--- src/rtl/huffman_stream_encoder_if.sv ---
// Symbol-in / packed-word-out handshake bundle
// for the Huffman stream encoder.
interface huffman_stream_encoder_if #(
  parameter int SYM_W = 7,
  parameter int OUT_W = 8,
  parameter int LEN_W = 4
);
  logic             in_valid;
  logic             in_ready;
  logic [SYM_W-1:0] in_sym;
  logic             out_valid;
  logic             out_ready;
  logic [OUT_W-1:0] out_data;
  logic             out_last;
  logic [LEN_W:0]   out_bits;

  modport master (
    output in_valid,
    output in_sym,
    output out_ready,
    input  in_ready,
    input  out_valid,
    input  out_data,
    input  out_last,
    input  out_bits
  );

  modport slave (
    input  in_valid,
    input  in_sym,
    input  out_ready,
    output in_ready,
    output out_valid,
    output out_data,
    output out_last,
    output out_bits
  );
endinterface

--- src/rtl/huffman_stream_encoder.sv ---
// Programmable Huffman encoder: table lookup
// plus MSB-first bit packer with flush/pad.
module huffman_stream_encoder #(
  parameter int SYM_W  = 7,
  parameter int CODE_W = 10,
  parameter int LEN_W  = 4,
  parameter int OUT_W  = 8,
  parameter int CNT_W  = 16
) (
  input  logic              clk,
  input  logic              rst_n,
  input  logic              tbl_we,
  input  logic [SYM_W-1:0]  tbl_addr,
  input  logic [CODE_W-1:0] tbl_code,
  input  logic [LEN_W-1:0]  tbl_len,
  input  logic              flush,
  input  logic              err_clr,
  huffman_stream_encoder_if.slave s,
  output logic              flush_done,
  output logic              err,
  output logic [CNT_W-1:0]  bit_count
);

  localparam int ACC_W  = OUT_W + CODE_W;
  localparam int FILL_W = $clog2(ACC_W + 1);
  localparam int NSYM   = 1 << SYM_W;
  localparam logic [FILL_W-1:0] OUT_F = FILL_W'(OUT_W);
  localparam logic [FILL_W-1:0] ACC_F = FILL_W'(ACC_W);
  localparam logic [LEN_W-1:0]  MAX_L = LEN_W'(CODE_W);

  typedef enum logic [1:0] {
    RUN   = 2'd0,
    DRAIN = 2'd1,
    LAST  = 2'd2
  } state_t;

  state_t state_q, state_d;

  logic [ACC_W-1:0]  acc_q, acc_d;
  logic [FILL_W-1:0] fill_q, fill_d;
  logic              err_q, err_d;
  logic [CNT_W-1:0]  cnt_q, cnt_d;

  logic [NSYM-1:0][LEN_W-1:0]  len_q, len_d;
  logic [NSYM-1:0][CODE_W-1:0] code_q, code_d;

  logic [LEN_W-1:0]  cur_len;
  logic [CODE_W-1:0] cur_code;
  logic [FILL_W-1:0] len_f;
  logic [FILL_W-1:0] sh;
  logic [ACC_W-1:0]  mask;
  logic [ACC_W-1:0]  code_m;
  logic [ACC_W-1:0]  app;
  logic              in_rdy;
  logic              word_ok;
  logic              accept;
  logic              pop;
  logic              bad_wr;
  logic              bad_sym;

  // Table lookup sees the registered entry (old value on a same-cycle write)
  always_comb begin
    cur_len  = len_q[s.in_sym];
    cur_code = code_q[s.in_sym];
    len_f    = FILL_W'(cur_len);
    mask     = ~({ACC_W{1'b1}} << cur_len);
    code_m   = {{OUT_W{1'b0}}, cur_code} & mask;
  end

  // Table write path; oversize lengths are dropped and flagged
  always_comb begin
    len_d  = len_q;
    code_d = code_q;
    bad_wr = 1'b0;
    if (tbl_we) begin
      if (tbl_len > MAX_L) begin
        bad_wr = 1'b1;
      end else begin
        len_d[tbl_addr]  = tbl_len;
        code_d[tbl_addr] = tbl_code;
      end
    end
  end

  // Handshake outputs, all derived from registered state
  always_comb begin
    in_rdy      = (state_q == RUN) && (fill_q <= OUT_F);
    word_ok     = (state_q != LAST) && (fill_q >= OUT_F);
    s.in_ready  = in_rdy;
    s.out_valid = word_ok || (state_q == LAST);
    s.out_data  = acc_q[ACC_W-1 -: OUT_W];
    s.out_last  = (state_q == LAST);
    if (state_q == LAST) begin
      s.out_bits = (LEN_W+1)'(fill_q);
    end else if (word_ok) begin
      s.out_bits = (LEN_W+1)'(OUT_W);
    end else begin
      s.out_bits = '0;
    end
    flush_done = ((state_q == DRAIN) && (fill_q == '0)) ||
                 ((state_q == LAST) && s.out_ready);
    accept     = s.in_valid && in_rdy;
    pop        = word_ok && s.out_ready;
    err        = err_q;
    bit_count  = cnt_q;
  end

  // Packer and flush FSM: shift out first, then append the new code
  always_comb begin
    state_d = state_q;
    acc_d   = acc_q;
    fill_d  = fill_q;
    err_d   = err_q;
    cnt_d   = cnt_q;
    bad_sym = 1'b0;
    sh      = '0;
    app     = '0;

    if (pop) begin
      acc_d  = acc_q << OUT_W;
      fill_d = fill_q - OUT_F;
    end

    if (accept) begin
      if (cur_len != '0) begin
        sh     = ACC_F - fill_d - len_f;
        app    = code_m << sh;
        acc_d  = acc_d | app;
        fill_d = fill_d + len_f;
        cnt_d  = cnt_q + CNT_W'(cur_len);
      end else begin
        bad_sym = 1'b1;
      end
    end

    unique case (state_q)
      RUN: begin
        if (flush) state_d = DRAIN;
      end
      DRAIN: begin
        if (!word_ok) begin
          if (fill_q != '0) state_d = LAST;
          else state_d = RUN;
        end
      end
      LAST: begin
        if (s.out_ready) begin
          state_d = RUN;
          fill_d  = '0;
          acc_d   = '0;
        end
      end
      default: state_d = RUN;
    endcase

    if (err_clr) err_d = 1'b0;
    if (bad_wr || bad_sym) err_d = 1'b1;
  end

  // State, accumulator, counters and code table registers
  always_ff @(posedge clk or negedge rst_n) begin
    if (!rst_n) begin
      state_q <= RUN;
      acc_q   <= '0;
      fill_q  <= '0;
      err_q   <= 1'b0;
      cnt_q   <= '0;
      len_q   <= '0;
      code_q  <= '0;
    end else begin
      state_q <= state_d;
      acc_q   <= acc_d;
      fill_q  <= fill_d;
      err_q   <= err_d;
      cnt_q   <= cnt_d;
      len_q   <= len_d;
      code_q  <= code_d;
    end
  end

endmodule
--- src/flat_wrapper.sv ---
// flat-port wrapper written by rule: the top's interface ports become plain ports
module huffman_stream_encoder_flat 
#(
  parameter int SYM_W  = 7,
  parameter int CODE_W = 10,
  parameter int LEN_W  = 4,
  parameter int OUT_W  = 8,
  parameter int CNT_W  = 16
)
  (clk, rst_n, tbl_we, tbl_addr, tbl_code, tbl_len, flush, err_clr, flush_done, err, bit_count, s_in_valid, s_in_sym, s_out_ready, s_in_ready, s_out_valid, s_out_data, s_out_last, s_out_bits);
  huffman_stream_encoder_if #(.SYM_W(SYM_W), .OUT_W(OUT_W), .LEN_W(LEN_W)) s_i ();
  input  logic clk;
  input  logic rst_n;
  input  logic tbl_we;
  input  logic [SYM_W-1:0] tbl_addr;
  input  logic [CODE_W-1:0] tbl_code;
  input  logic [LEN_W-1:0] tbl_len;
  input  logic flush;
  input  logic err_clr;
  output logic flush_done;
  output logic err;
  output logic [CNT_W-1:0] bit_count;
  input wire logic [$bits(s_i.in_valid)-1:0] s_in_valid;
  input wire logic [$bits(s_i.in_sym)-1:0] s_in_sym;
  input wire logic [$bits(s_i.out_ready)-1:0] s_out_ready;
  output wire logic [$bits(s_i.in_ready)-1:0] s_in_ready;
  output wire logic [$bits(s_i.out_valid)-1:0] s_out_valid;
  output wire logic [$bits(s_i.out_data)-1:0] s_out_data;
  output wire logic [$bits(s_i.out_last)-1:0] s_out_last;
  output wire logic [$bits(s_i.out_bits)-1:0] s_out_bits;
  assign s_i.in_valid = s_in_valid;
  assign s_i.in_sym = s_in_sym;
  assign s_i.out_ready = s_out_ready;
  assign s_in_ready = s_i.in_ready;
  assign s_out_valid = s_i.out_valid;
  assign s_out_data = s_i.out_data;
  assign s_out_last = s_i.out_last;
  assign s_out_bits = s_i.out_bits;
  huffman_stream_encoder #(.SYM_W(SYM_W), .CODE_W(CODE_W), .LEN_W(LEN_W), .OUT_W(OUT_W), .CNT_W(CNT_W)) u_core (.clk(clk), .rst_n(rst_n), .tbl_we(tbl_we), .tbl_addr(tbl_addr), .tbl_code(tbl_code), .tbl_len(tbl_len), .flush(flush), .err_clr(err_clr), .s(s_i), .flush_done(flush_done), .err(err), .bit_count(bit_count));
endmodule
--- config.mk ---
export PLATFORM = sky130hd
export DESIGN_NAME = huffman_stream_encoder_flat
export DESIGN_NICKNAME = d
export VERILOG_FILES = /design/src/rtl/huffman_stream_encoder_if.sv /design/src/rtl/huffman_stream_encoder.sv /design/src/flat_wrapper.sv
export SDC_FILE = /design/constraint.sdc
export NUM_CORES = 2
export LEC_CHECK = 0
export CORE_MARGIN = 2
export CORE_UTILIZATION = 45
export CTS_CLUSTER_SIZE = 28
export DETAILED_ROUTE_END_ITERATION = 10
export PLACE_DENSITY_LB_ADDON = 0.3
export SYNTH_ARGS = -nofsm -noshare
export SYNTH_HDL_FRONTEND = slang
export SYNTH_SLANG_ARGS = --single-unit
export TNS_END_PERCENT = 5
--- constraint.sdc ---
create_clock -name clk -period 12.2 [get_ports clk]
set_input_delay 1.22 -clock clk [delete_from_list [all_inputs] [get_ports clk]]
set_output_delay 1.22 -clock clk [all_outputs]
set_load 0.01 [all_outputs]
==> impl_metrics.ini <==
[worst_setup_path]
slowest_delay_ns = 0.74
startpoint_type = primary input
crit_fanout = 48
regToRegSetupSlack_ns = 6.76
critPathTopFamily = multiplexers
crit_slowest_cell = buf_4
crit_top_cell = mux4_2
timing.critical_path.buf_inv = 3
worst-setup-path-type = primary input to register
cp_cell_sequence = buf_8 > buf_4 > mux4_2 > mux4_2 > mux4_2 > mux2i_4 > inv_1 > ha_1 > ha_1 > a21oi_1 > xor2_1 > xnor2_1 > nand2b_1 > nor2_1 > nand2_1 > o22a_1 > o22ai_1
arrival_ns = 7.51
worstPathRequired_ns = 12.95
endpoint_kind = register

[place]
dpl_worst_slack_ns = 4.63
place_inst = 7800
place_hpwl_mm = 152
port_buffers = 68
finalWeightedCongestion = 0.904

[layout]
nets = 5553
ff_latch_area_mm2 = 0.0459
final_layout_size_suffix_gt1_share_pct = 49.3
layout.cells.non_filler = 8157
multi_input_area_mm2 = 0.0366
mostFrequentLayoutCells = dfrtp_1 (1,834), mux2_2 (1,806), mux4_2 (453)
layout_commonest_cell = dfrtp_1
synthToLayoutAreaGrowth_pct = 11.4
fill_cells = 15665

[timing]
drv_slew = 0
fin_skew_ns = 0.0350
fin_crit_ns = 6.76
rsz0062_at_grt = false
finalHoldViolCount = 0
setup_viol = 0
worst_slack_ns = 5.44
tns_ns = 0
finalCritPeriodShare_pct = 55.4
max_slew_margin_pct = 4.85
max_freq_mhz = 148
worst_slew_pin_slew_ns = 1.41

[clock_tree]
cts_tree = done
clock_latency_ns = 0.87
cts_made_buffers = 191
cts_resized = 0
clkTransAtPathRegs_ns = 0.06
clock_sinks = 1834
clockBufferDepth = 3
ctsHtreeMaxLevel = 4
root_buffer = clkbuf_16
hold_buffers = 0
cts_setup_buffers = 0

[min_path]
hp-class = primary input to asynchronous set/reset pin

[detailed_routing]
drtAntennaViolNets = 0
vias = 50422
drt-vias-per-instance = 6.18
drt_iter0_drc = 4441
wl_per_cell_um = 30.8
wl_mm = 251
firstDrtPassIters = 6
drcViolationCount = 0

[global_route]
antenna_found_initial = 8
grt_pass1_wl_mm = 370
grt-ovfl-total = 0
grt_max_degree = 183
grt_pass1_vias = 52067
groute.usage.overall_pct = 26.3

[logic_synthesis]
synthCells = 5573
syn_area_mm2 = 0.0847
syn_area_per_cell_um2 = 15.2
synth_edf_count = 0
ys.warnings.count = 0
ys.flop_type = dfrtp_1
syn_nets = 5627
synth.distinct_cells = 75
ys_ff_latch = 1834
synth.yosys.seq_area_share_pct = 54.2
ys_async_sr_fraction_pct = 100

[die]
fp.dieArea_mm2 = 0.192
initial_utilization_pct = 45.2
fp-row-count = 159
die_w_um = 438
coreArea_mm2 = 0.187
die_y_um = 438
io_pins = 69

[pwr]
leakage_nw = 44.5
ir_worst_vdd_v = 0.000167
pwr_density_cell_mw_per_mm2 = 151
total_power_mw = 14.3

[outcome]
status = finished clean

[flow_run]
maxCapViolations = 0
area by class of cell:
| type | count | area share (%) |
|---|---|---|
| Sequential cell | 1834 | 48.7 |
| Multi-Input combinational cell | 3193 | 38.8 |
| Clock buffer | 295 | 6.12 |
| Tap cell | 2495 | 3.31 |
| Timing Repair Buffer | 249 | 2.26 |
| Clock inverter | 56 | 0.719 |
| Inverter | 30 | 0.122 |
| Antenna cell | 5 | 0.0133 |
cells in the mapped netlist (12+ instances only):
cell type	count	share of area [%]
buf_4	21	0.19
mux2i_1	140	1.7
nand2b_1	13	0.096
buf_1	67	0.30
dfrtp_1	1834	54
a31oi_1	14	0.10
nor3_1	14	0.083
buf_2	70	0.41
and2_1	12	0.089
nor2_1	151	0.67
a211oi_1	14	0.12
and3_1	12	0.089
clkbuf_1	356	1.6
o22ai_1	20	0.15
a22oi_1	57	0.51
o21ai_0	34	0.20
mux2_2	1806	24
inv_1	23	0.10
ha_1	16	0.24
mux4_2	453	12
a221oi_1	15	0.16
nor2b_1	21	0.16
nand2_1	167	0.74
nand3_1	31	0.18
xnor2_1	13	0.13
a21oi_1	55	0.33
worst reg2reg max path, delay by kind of cell, from the launching register on:
kind | cells | cell delay [ns]
muxes | 4 | 2.16
DFF | 1 | 0.39
and+or+nand+nor | 3 | 0.88
adders and majority gates | 2 | 0.73
AOI/OAI and AO/OA | 3 | 0.55
xor gates and xnor gates | 2 | 0.40
buffers and inverters | 1 | 0.24
worst paths after layout:
path,from,endpoint,depth (start not counted)
max in group asynchronous,rst_n,u_core.code_q[542],4
max reg2reg,u_core.len_q[179],u_core.acc_q[13],15
max,s_in_sym[0],u_core.acc_q[13],17
min,rst_n,u_core.code_q[1151],1
min in group clk,u_core.bit_count[15],u_core.bit_count[15],1
min reg2reg,u_core.bit_count[15],u_core.bit_count[15],1
through the flow:
step | area, um^2 | utilization (%) | hold WS, ns
final | 94300 | 50.3 | 0.314
after global placement | 87800 | 46.9 | 0.463
after CTS | 94300 | 50.3 | 0.364
after floorplan | 84700 | - | 0.457
after detailed placement | 87800 | 46.9 | 0.467
after global routing | 94300 | 50.3 | 0.390
registers in the layout (all words and copies together), names as in the netlist:
signal / flops
u_core.acc_q: 18
u_core.bit_count: 16
u_core.code_q: 1280
u_core.err: 1
u_core.fill_q: 5
u_core.len_q: 512
u_core.state_q: 2
cells by family after synthesis:
| kind of cell | after synthesis | share of synthesized area, % |
|---|---|---|
| mux | 2403 | 37.8 |
| flops | 1834 | 54.2 |
| buf+inv | 546 | 2.63 |
| simple gates | 455 | 2.39 |
| compound gates | 295 | 2.44 |
| xor+xnor | 21 | 0.217 |
| fa+ha+maj | 19 | 0.307 |
routing by layer:
metal	up-vias	routed length [um]	GRT usage, %
li1	20503	-	-
met1	27680	104000	35.3
met2	1767	120000	42.1
met3	468	17800	6.08
met4	4	9650	9.63
met5	-	22	0
power breakdown:
part | switching (mW) | internal [mW] | leakage (nW)
Clock | 2.50 | 3.49 | 3.17
Sequential | 0.205 | 6.48 | 25.2
Combinational | 0.881 | 0.707 | 16.2
Note: power is estimated with default switching activity, not from simulation.
